## src/rtl/nmr_pkg.sv

```systemverilog
// Shared definitions for the NMR buffer read-out path.
// State encoding and FIFO/credit sizing.
package nmr_pkg;
  typedef enum logic [1:0] {
    IDLE,
    READ,
    DRAIN,
    DONE
  } state_t;

  localparam int FIFO_DEPTH = 4;
  localparam int CREDIT     = FIFO_DEPTH;
endpackage

```

## src/rtl/nmr_stream_fifo.sv

```systemverilog
// Small synchronous FIFO with first-word-fall-through head
// and an occupancy count.
module nmr_stream_fifo
  import nmr_pkg::*;
#(
  parameter int DATA_WIDTH = 32
) (
  input  logic                  clk,
  input  logic                  rst,
  input  logic                  push,
  input  logic [DATA_WIDTH-1:0] din,
  input  logic                  pop,
  output logic [DATA_WIDTH-1:0] head,
  output logic [2:0]            count,
  output logic                  empty
);
  localparam int PW = $clog2(FIFO_DEPTH);

  logic [DATA_WIDTH-1:0] mem [FIFO_DEPTH];
  logic [PW-1:0]         wr_ptr;
  logic [PW-1:0]         rd_ptr;
  logic                  do_push;
  logic                  do_pop;

  assign empty   = (count == 3'd0);
  assign do_pop  = pop && !empty;
  assign do_push = push && (count != 3'(FIFO_DEPTH));
  assign head    = mem[rd_ptr];

  always_ff @(posedge clk) begin
    if (do_push) mem[wr_ptr] <= din;
  end

  always_ff @(posedge clk) begin
    if (rst) begin
      wr_ptr <= '0;
      rd_ptr <= '0;
      count  <= '0;
    end else begin
      if (do_push) wr_ptr <= wr_ptr + 1'b1;
      if (do_pop)  rd_ptr <= rd_ptr + 1'b1;
      unique case ({do_push, do_pop})
        2'b10:   count <= count + 3'd1;
        2'b01:   count <= count - 3'd1;
        default: count <= count;
      endcase
    end
  end
endmodule

```

## src/rtl/nmr_buffer_reader.sv

```systemverilog
// Streams a captured sample buffer out of BRAM as one
// AXI4-Stream packet, credit-limited against a 4-deep FIFO.
module nmr_buffer_reader
  import nmr_pkg::*;
#(
  parameter int ADDR_WIDTH = 16,
  parameter int DATA_WIDTH = 32
) (
  input  logic                  clk,
  input  logic                  rst,
  input  logic                  start,
  input  logic [31:0]           nb_of_sample,
  output logic                  bram_en,
  output logic [ADDR_WIDTH-1:0] bram_addr,
  input  logic [DATA_WIDTH-1:0] bram_rdata,
  output logic [DATA_WIDTH-1:0] m_axis_tdata,
  output logic                  m_axis_tvalid,
  input  logic                  m_axis_tready,
  output logic                  m_axis_tlast,
  output logic                  busy,
  output logic                  done,
  output logic                  clamped,
  output logic [31:0]           words_sent
);
  localparam logic [ADDR_WIDTH:0] MAX_N =
    {1'b1, {ADDR_WIDTH{1'b0}}};
  localparam logic [31:0] MAX_N32 = 32'(MAX_N);

  state_t                state;
  logic [ADDR_WIDTH:0]   n;
  logic [ADDR_WIDTH:0]   n_req;
  logic [ADDR_WIDTH:0]   addr_cnt;
  logic                  rd_valid;
  logic [2:0]            count;
  logic                  empty;
  logic                  pop;
  logic [3:0]            used;
  logic                  credit_ok;
  logic                  drained;
  logic                  too_big;

  nmr_stream_fifo #(
    .DATA_WIDTH(DATA_WIDTH)
  ) u_fifo (
    .clk  (clk),
    .rst  (rst),
    .push (rd_valid),
    .din  (bram_rdata),
    .pop  (pop),
    .head (m_axis_tdata),
    .count(count),
    .empty(empty)
  );

  assign too_big       = nb_of_sample > MAX_N32;
  assign n_req         = too_big ? MAX_N
                                 : nb_of_sample[ADDR_WIDTH:0];
  assign m_axis_tvalid = !empty;
  assign pop           = m_axis_tvalid && m_axis_tready;
  assign m_axis_tlast  = m_axis_tvalid &&
                         (words_sent == 32'(n) - 32'd1);

  // Buffered plus outstanding reads must stay within FIFO depth.
  assign used      = {1'b0, count} + {3'b0, bram_en}
                   + {3'b0, rd_valid};
  assign credit_ok = used < 4'(CREDIT);
  assign drained   = !bram_en && !rd_valid &&
                     (empty || (count == 3'd1 && pop));

  always_ff @(posedge clk) begin
    if (rst) begin
      state      <= IDLE;
      n          <= '0;
      addr_cnt   <= '0;
      bram_en    <= 1'b0;
      bram_addr  <= '0;
      rd_valid   <= 1'b0;
      busy       <= 1'b0;
      done       <= 1'b0;
      clamped    <= 1'b0;
      words_sent <= '0;
    end else begin
      rd_valid <= bram_en;
      if (pop) words_sent <= words_sent + 32'd1;
      unique case (state)
        IDLE: begin
          done    <= 1'b0;
          bram_en <= 1'b0;
          if (start) begin
            n          <= n_req;
            clamped    <= too_big;
            words_sent <= '0;
            busy       <= 1'b1;
            if (n_req == '0) begin
              state <= DONE;
            end else begin
              state     <= READ;
              bram_en   <= 1'b1;
              bram_addr <= '0;
              addr_cnt  <= {{ADDR_WIDTH{1'b0}}, 1'b1};
            end
          end
        end
        READ: begin
          if (addr_cnt == n) begin
            bram_en <= 1'b0;
            state   <= DRAIN;
          end else if (credit_ok) begin
            bram_en   <= 1'b1;
            bram_addr <= addr_cnt[ADDR_WIDTH-1:0];
            addr_cnt  <= addr_cnt + 1'b1;
          end else begin
            bram_en <= 1'b0;
          end
        end
        DRAIN: begin
          if (drained) begin
            state <= DONE;
            done  <= 1'b1;
            busy  <= 1'b0;
          end
        end
        DONE: begin
          // Empty packets arrive here with done low and pulse it now.
          state <= IDLE;
          done  <= ~done;
          busy  <= 1'b0;
        end
        default: state <= IDLE;
      endcase
    end
  end
endmodule

```

## config.mk

```make
export PLATFORM = sky130hd
export DESIGN_NAME = nmr_buffer_reader
export DESIGN_NICKNAME = d
export VERILOG_FILES = /design/src/rtl/nmr_pkg.sv /design/src/rtl/nmr_stream_fifo.sv /design/src/rtl/nmr_buffer_reader.sv
export SDC_FILE = /design/constraint.sdc
export NUM_CORES = 1
export LEC_CHECK = 0
export CORE_MARGIN = 5
export CORE_UTILIZATION = 45
export DETAILED_ROUTE_END_ITERATION = 7
export PLACE_DENSITY = 0.74
export SLEW_MARGIN = 40
export SYNTH_ARGS = -nofsm -noshare
export SYNTH_HDL_FRONTEND = slang
export SYNTH_HIERARCHICAL = 1
export SYNTH_SLANG_ARGS = --single-unit
```

## constraint.sdc

```tcl
create_clock -name clk -period 6 [get_ports clk]
set_clock_uncertainty 0.2 [all_clocks]
set_input_delay 0.6 -clock clk [delete_from_list [all_inputs] [get_ports clk]]
set_output_delay 0.6 -clock clk [all_outputs]
set_load 0.05 [all_outputs]
```

After elaboration in Yosys (flattened, before gate mapping)
Memories as Yosys holds them, arrays and structs flattened. A register that Yosys moved wholly into a read port is not among the register bits.
Cells that the tools add are included.

word-level totals
  register bits = 96
  bits in latches = 0
  memory bits (writable) = 128
  bits in read-only memories = 0
  bits of input ports = 68
  output and inout bits = 86
  word-level logic and storage cells = 97
  memories = 1

cells by class
  add/sub/neg operators = 9
  $mul = 0
  div/mod/pow operators = 0
  order comparisons = 2
  equal/unequal tests = 15
  shift-type cells = 0
  multiplexer cells = 34
  bitwise logic cells = 1
  reductions and logical operators = 22

memories
  name        depth  bits a word  read ports  clocked after memory_dff  write ports  line                   source
  u_fifo.mem  4      32           1           1                         1            nmr_stream_fifo.sv:19  logic [DATA_WIDTH-1:0] mem [FIFO_DEPTH];

operators by type and width
  operator                                                                            count
  32-bit two-way mux                                                                  3
  17-bit two-way mux                                                                  5
  16-bit two-way mux                                                                  4
  17-bit case mux with 2 select lines                                                 1
  32-bit by 1-bit adder with 32-bit output (second input constant)                    1
  32-bit equality test                                                                1
  32-bit by 17-bit greater-than comparator with 1-bit output (second input constant)  1
  16-bit case mux with 2 select lines                                                 1
  17-bit by 1-bit subtractor with 18-bit output (second input constant)               1
  17-bit by 1-bit adder with 17-bit output (second input constant)                    1
  17-bit equality test                                                                1
  17-bit zero test                                                                    1
  2-bit two-way mux                                                                   6
  2-bit inequality test (second input constant)                                       6
  1-bit two-way mux                                                                   9
  2-bit case mux with 4 select lines                                                  1
  1-bit logical AND                                                                   7
  2-bit equality test (second input constant)                                         3
  1-bit case mux with 3 select lines                                                  2
  3-bit case mux with 2 select lines                                                  1
  3-bit AND reduction                                                                 2
  5-bit AND reduction                                                                 1
  2-bit by 1-bit adder with 2-bit output (second input constant)                      2
  3-bit by 1-bit adder with 4-bit output                                              1
  other kinds (16)                                                                    21

Logic depth before layout (Yosys ltp)
Gate-level depths: netlist (run 1).

  depth after elaboration = 8
  mapped depth = 11
  mapped depth without buffers = 10

Cells and area by module
Netlist (run 1), hierarchy kept.

modules (own cells, without submodules)
  module             times used  cells each  area an instance (um^2)  seq. area each (um^2)
  nmr_buffer_reader  1           599         5152.4                   1781.7
  nmr_stream_fifo    1           220         5141.2                   4023.9

Least setup slack after synthesis (run 1)
OpenSTA, ideal clock, no wires.

  kind = reg2out
  start = reg words_sent[16]
  end = out m_axis_tlast
  arrival = 2.854 ns
  required time = 5.200 ns
  path slack = 2.346 ns
  stages on the path, launching flop included = 7
  buffers on the path = 0
  path through = dfxtp_1 xnor2_1 nand4b_1 a211o_1 a2111oi_2 o2111ai_1 a2111oi_2

between the ends
  longest elaborated chain between the ends = 2

RTL lines
  item                    line                     source
  start, declared         nmr_buffer_reader.sv:23  output logic [31:0] words_sent
  start signal, assigned  nmr_buffer_reader.sv:84  if (pop) words_sent <= words_sent + 32'd1;
  32-bit equality test    nmr_buffer_reader.sv:61  (words_sent == 32'(n) - 32'd1);
  1-bit logical AND       nmr_buffer_reader.sv:60  assign m_axis_tlast = m_axis_tvalid &&
  end, declared           nmr_buffer_reader.sv:19  output logic m_axis_tlast,

Every way passes these cells.

Final worst setup path (run 1)
  start = reg n[0]
  end = out m_axis_tlast

between the ends
  longest elaborated chain between the ends = 3

RTL lines
  item                                           line                     source
  start, declared                                nmr_buffer_reader.sv:30  logic [ADDR_WIDTH:0] n;
  start signal, assigned                         nmr_buffer_reader.sv:90  n <= n_req;
  17-bit by 1-bit subtractor with 18-bit output  nmr_buffer_reader.sv:61
  32-bit equality test                           nmr_buffer_reader.sv:61
  1-bit logical AND                              nmr_buffer_reader.sv:60

Every way passes these cells.

==> results of run 1 <==
## flip-flops by register name, summed over array words and instances, names as in the netlist, named ones only
register / flops
words_sent: 32
busy: 1
u_fifo/count: 3
clamped: 1
addr_cnt: 17
bram_en: 1
u_fifo/mem: 128
bram_addr: 16
rd_valid: 1
state: 2
u_fifo/rd_ptr: 2
u_fifo/wr_ptr: 2
done: 1
n: 17
## stage by stage
step / total power, mW / cell area [µm²] / setup WS (ns) / utilization, %
6_report: 4.19 / 12700 / 1.54 / 56.4
3_3_place_gp: 2.70 / 11900 / 2.13 / 52.7
2_1_floorplan: 2.43 / 10300 / 2.35 / -
5_1_grt: 4.38 / 12700 / 1.36 / 56.4
3_5_place_dp: 2.72 / 11900 / 2.13 / 52.7
4_1_cts: 4.23 / 12700 / 1.53 / 56.3
## cells in the mapped netlist (3+ instances only)
cell       instances  area share [%]
a21oi_1           32             1.6
a22o_1            13             1.1
a311oi_1           9            0.77
a31oi_1           12            0.73
and2_1             9            0.55
and3_1             9            0.55
and4_1             4            0.34
buf_12             3            0.58
buf_2             18            0.88
buf_4              4            0.29
buf_6              4            0.44
clkbuf_1          24            0.88
clkbuf_2           3            0.15
clkbuf_8           3            0.40
dfxtp_1           98              19
edfxtp_1         128              37
ha_1              14             1.7
inv_1             21            0.77
mux2i_1            6            0.58
mux4_2            30             6.6
nand2_1           29             1.1
nand2b_1           9            0.55
nand3_1           33             1.6
nand3b_1           3            0.22
nand4_1           18             1.1
nand4b_1           3            0.26
nor2_1            59             2.2
nor2b_1            3            0.18
nor3_1            23             1.1
nor4_1            17             1.0
o2111ai_1         17             1.4
o21ai_0           13            0.63
o31ai_1           26             1.9
or3_1              5            0.30
or4_1              6            0.44
xnor2_1           20             1.7
xor2_1            47             4.0
## final cells by class
type	count	area (µm²)	share of cell area, %
Inverter	21	78.8	0.620
Clock inverter	17	171	1.35
Timing Repair Buffer	165	1620	12.7
Clock buffer	29	641	5.03
Sequential cell	226	5810	45.6
Multi-Input combinational cell	512	4050	31.9
Tap cell	285	357	2.80
## worst max-delay path by stage
stage                              start      endpoint  cells past startpoint
after floorplan           words_sent[16]  m_axis_tlast                      6
after global placement              n[0]  m_axis_tlast                      9
after detailed placement            n[0]  m_axis_tlast                      9
after CTS                           n[0]  m_axis_tlast                      9
after global routing                n[0]  m_axis_tlast                      9
final                               n[0]  m_axis_tlast                      9
## per-layer routing
layer  track usage, %  share of wire (%)  vias to the layer above
li1                 -                  -                     3404
met1             24.1                 43                     3416
met2             28.3                 48                      245
met3             3.11                6.3                       39
met4             4.61                2.0                        0
met5                0                  0                        -
## report_power, final
part           switching (mW)  internal [mW]
logic                   0.631          0.289
registers              0.0500           1.72
clock network           0.603          0.897
total                    1.28           2.91
## critical path, cell delays in order, from the launching register on
cell and delay [ns]:
dfxtp_1 0.44, inv_1 0.10, ha_1 0.31, o21ba_2 0.23, a221oi_1 0.31, a41oi_1 0.10, a2111oi_2 0.23, o2111ai_1 0.20
a2111oi_2 0.34, clkdlybuf4s50_1 0.87
## cell families after synthesis
logic type,Yosys count
mux,40
buf+inv,81
xor+xnor,67
compound gates,149
simple gates,241
fa+ha+maj,15
flops,226
==> results.md, run 1 <==
* Status: completed
* Post-route ant nets at 0
* Crit path DAT at 3.66 ns
* LEAKAGE at between 4 and 5 nW
* Vias after detailed routing at 7104
* Synthesized flop and latch total at 226
* Worst-path clk slew at 0.07 ns
* WHS Endpoint: bram_addr[1]
* # placed instances at approximately 1200
* Main combinational cell family by area after synthesis: simple AND/OR/NAND/NOR gates
* Maxcap violations at 0
* DRC Markers at 0
* Post-CTS setup buffers at 0
* Total congestion overflow at 0
* Slew margin rel. at 52.6%
* Antenna Diode Count at 0
* CP Capture Type: output port
* DR pass1 iterations at 5
* Vias in the first global route at 7012
* Simple-Gate Fraction of Synth Area at 12.7%
* GRT Total Usage at 17.3%
* Min Tclk post-route at about 4.5 ns
* Mux share of post-synthesis cell area at slightly below 8%
* Die Width at about 160 µm
* Port Buffers at 153
* Synthesized area at 10300 µm²
* Syn Area/Cell at 12.6 µm²
* Most common cell after layout, fill and taps aside: clkdlybuf4s50_1
* Final setup fails at 0
* Max Clk Rate at around 0.22 GHz
* H-tree lvl count at 1
* Hold path cells at 2
* Hold/Removal Path Class: reg2reg
* CTS Root Buffer Type: clkbuf_16
* Row cnt at 55
* Reg2reg path depth at 10
* Xor and xnor area share after synthesis at 5.70%
* Hold Fails Final Rpt at 0
* R2R Path Start: u_fifo/count[2]
* CP Max Fanout at 8
* Final nets at 1034
* Worst Max-Slew Pin Slew at 0.704 ns
* Yosys cell types at 70
* Hold Slack at 0.267 ns
* Skew-Pair Late Insertion Delay at 0.52 ns
* FILL cells at approximately 1900
* Register area share after synthesis at a little under three fifths
* Complex-gate fraction of the synthesized area at 11.0%
* Power density over the cells at 329 nW/µm²
* Initial antenna violation count at 0
* CTS tree: done
* Adder and majority gate portion of the synthesized area at around 1.9%
* Hold path startpoint: bram_addr[1]
* Clock buffer count from CTS at 25
* Reg-to-reg endpoint: u_fifo/count[2]
* Syn nets at 902
* Starting density of the core at 45.6%
* RSZ-0062 raised after global routing: no
* Cell Count, Final, Fillers Out at 1255
* First-pass GRT wire length at around 37 mm
* Tcrit/Tclk final at 74.3%
* Most frequent cells in the layout: clkdlybuf4s50_1, edfxtp_1, dfxtp_1, nor2_1, xor2_1
* Die area at 26000 µm²
* Top_reg_cell synth: edfxtp_1
* Largest net degree at the start of global routing at 54
* IO Pins at approximately 150
* Area delta synth->final at 23.6%
* Setup TNS at 0 ns
* Synth async-reset ratio at 0%
* HPWL after DPL at 15.2 mm
* CTS max path bufs at 3
* Crit path required time at 5.20 ns
* Kind of critical path: reg2out
* Hold buffer count at cts at 0
* Via/cell ratio at ~5.7
* Gp weighted congestion at 0.883
* Synth warn at 6
* Worst vdd ir at 187 µV
* Layout cells sized above 1 at 10.8%
* Count of flip-flops with a built-in enable after synthesis at 128
* CP startpoint kind: flip-flop
* Post-Synthesis Cells at 819
* Die Y at between 150 and 200 µm
* Post-CTS sizing at 0
* Routed len/inst at 18.2 µm
* CTS Sinks at 226
* Iter 0 DRT Violations at 472
* R2r setup slk at 3.14 ns
* Core area at around 23000 µm²
* Slew Viols, Final at 0
* Post-Route WL at 22.8 mm
(Power assumes the default switching activity.)
==> run 2, diff against run 1 <==
- PLACE_DENSITY: 0.74 -> 0.77
- clock period: 6 -> 4.1 ns (I/O delays scaled with it)
==> results.md, run 2 (synthesis results as in run 1) <==
* Worst-path clk slew at 0.06 ns (about the same)
* Power density over the cells at 490 nW/µm² (+49%)
* Grt met2 use at 30.1% (+1.8 points)
* Final setup fails at 0 (unchanged)
* FF/Latch Area at 5810 µm² (unchanged)
* Die Y at 161 µm (unchanged)
* Kind of critical path: reg2out
* FILL cells at 1854 (-1.4%)
* Worst vdd ir at 412 µV (+120%)
* Layout cells sized above 1 at 11.3% (+0.52 points)
* Setup Slack @ Placement at 0.389 ns (-1.74 ns)
* GR Util met1 at 24.0% (-0.080 points)
* Tcrit/Tclk final at 92.0%
* LEAKAGE at 4.37 nW (+0.77%)
* IO Pins at 154 (unchanged)
* CTS tree: done
* Vias after detailed routing at 7173 (+0.97%)
* Status: completed
* Initial antenna violation count at 0 (unchanged)
* Most common cell after layout, fill and taps aside: clkdlybuf4s50_1
* H-tree lvl count at 1 (unchanged)
* Regs by FF count: u_fifo/mem x128, words_sent x32
* Row cnt at 55 (unchanged)
* Worst Max-Slew Pin Slew at 0.771 ns (+0.0668 ns)
* Via/cell ratio at 5.72 (+0.97%)
* Final nets at 1035 (+0.097%)
* Post-Route WL at 23.5 mm (+3.1%)
* Final setup margin at 0.327 ns (-1.21 ns)
* Skew-Pair Late Insertion Delay at 0.51 ns (about the same)
* HPWL after DPL at 15.8 mm (+3.6%)
* Hold/Removal Path Class: in2reg
* CP cell instances: inv_1 -> ha_1 -> o21ba_2 -> a221oi_1 -> a41oi_1 -> a2111oi_2 -> o2111ai_1 -> a2111oi_2 -> clkbuf_2
* Area delta synth->final at 24.1%
* CP Capture Type: output port
* Slew margin rel. at 48.6% (-4.0 points)
* Max reg flops at 128 (unchanged)
* Top Usage Layer GRT: met2
* Crit path required time at 3.49 ns (-1.71 ns)
* Crit path DAT at 3.16 ns (-0.50 ns)
* Gp weighted congestion at 0.856 (-3.1%)
* Starting density of the core at 45.6% (unchanged)
* Hold Fails Final Rpt at 0 (unchanged)
* Largest stage delay, worst path at 0.44 ns (-0.43 ns)
* Antenna Diode Count at 0 (unchanged)
* Clock buffer count from CTS at 24 (-4.0%)
* Slew Viols, Final at 0 (unchanged)
* Die Width at 161 µm (unchanged)
* CP startpoint kind: flip-flop
* Routed len/inst at 18.7 µm (+3.1%)
* Area occupied by multi-input gates at 4050 µm² (-0.19%)
* First-pass GRT wire length at 37.8 mm (+1.1%)
* Maxcap violations at 0 (unchanged)
* Die area at 26000 µm² (unchanged)
* Post-route ant nets at 0 (unchanged)
* Most flop-heavy register: u_fifo/mem
* Largest net degree at the start of global routing at 40 (-26%)
* RSZ-0062 raised after global routing: no
* Most frequent cells in the layout: clkdlybuf4s50_1, edfxtp_1, dfxtp_1, nor2_1, xor2_1
* CTS Sinks at 226 (unchanged)
* CTS max path bufs at 3 (unchanged)
* Slowest cell on crit path: dfxtp_1
* CP Max Fanout at 8 (unchanged)
* Vias in the first global route at 7062 (+0.71%)
* GRT Total Usage at 17.7% (+0.33 points)
* DR pass1 iterations at 4 (-1)
* Core area at 22600 µm² (unchanged)
* M3 GR Usage at 3.42% (+0.31 points)
* DRC Markers at 0 (unchanged)
* Cell mode on critical path: a2111oi_2
* Total congestion overflow at 0 (unchanged)
* Max Clk Rate at 0.265 GHz
* Min Tclk post-route at 3.77 ns
* Port Buffers at 153 (unchanged)
* CTS Root Buffer Type: clkbuf_16
* Setup TNS at 0 ns (unchanged)
* Iter 0 DRT Violations at 587 (+24%)
run 2: cell types whose count changed in the layout (fill, tap and decap cells not counted), sizes merged:
cell           before  now
clkdlybuf4s50     152  151
inv                23   22
buf                12   15
bufinv              3    5
clkinv             11    8
run 2: area by class of cell:
cell class	count	area share [%]
Multi-Input combinational cell	512	31.7
Inverter	21	0.617
Sequential cell	226	45.5
Clock inverter	15	1.71
Timing Repair Buffer	167	12.7
Clock buffer	29	5.01
Tap cell	285	2.79
run 2: timing repair:
item | CTS | global route
gates resized for setup | 1 | 3
hold buffers | 0 | 0
buffers inserted | 0 | 0
endpoints found under the setup margin | 1 | 1
run 2: metal layers:
metal	share of wire [%]	vias to the layer above
met2	49	224
met1	43	3517
met3	6.3	23
met5	0	-
met4	1.3	0
li1	-	3409
run 2: per-stage QoR:
step	area, µm²	hold WS, ns	util (%)	std cells	power [mW]
floorplan	10300	0.259	-	819	3.56
global placement	11900	0.254	52.8	1211	3.96
detailed placement	11900	0.262	52.8	1211	3.98
CTS	12800	0.237	56.6	1255	6.31
global route	12800	0.281	56.6	1255	6.52
finish	12800	0.265	56.6	1255	6.26
run 2: worst paths after layout:
kind                                      start              end  slack, ns  cells past startpoint
worst min register to register     bram_addr[0]     bram_addr[0]       0.27                      2
worst min-delay path                        rst         rd_valid       0.27                      2
worst max register to register  u_fifo/count[2]  u_fifo/count[2]       1.31                     10
worst max-delay path                       n[0]     m_axis_tlast       0.33                      9
run 2: critical path, delay by kind of cell, from the launching register on:
family,cells,cell delay [ns]
buffers and inverters,2,0.45
adders and majority gates,1,0.32
DFF,1,0.44
AOI/OAI and AO/OA,6,1.46
run 2: report_power, final:
part,switching (mW),internal (mW)
clock,0.884,1.43
sequential,0.0790,2.52
combinational,0.922,0.425
==> run 3, diff against run 2 <==
- SKIP_LAST_GASP: not set -> 1
==> results of run 3 <==
The final DEF is identical to that of run 2; final timing and power are the same.
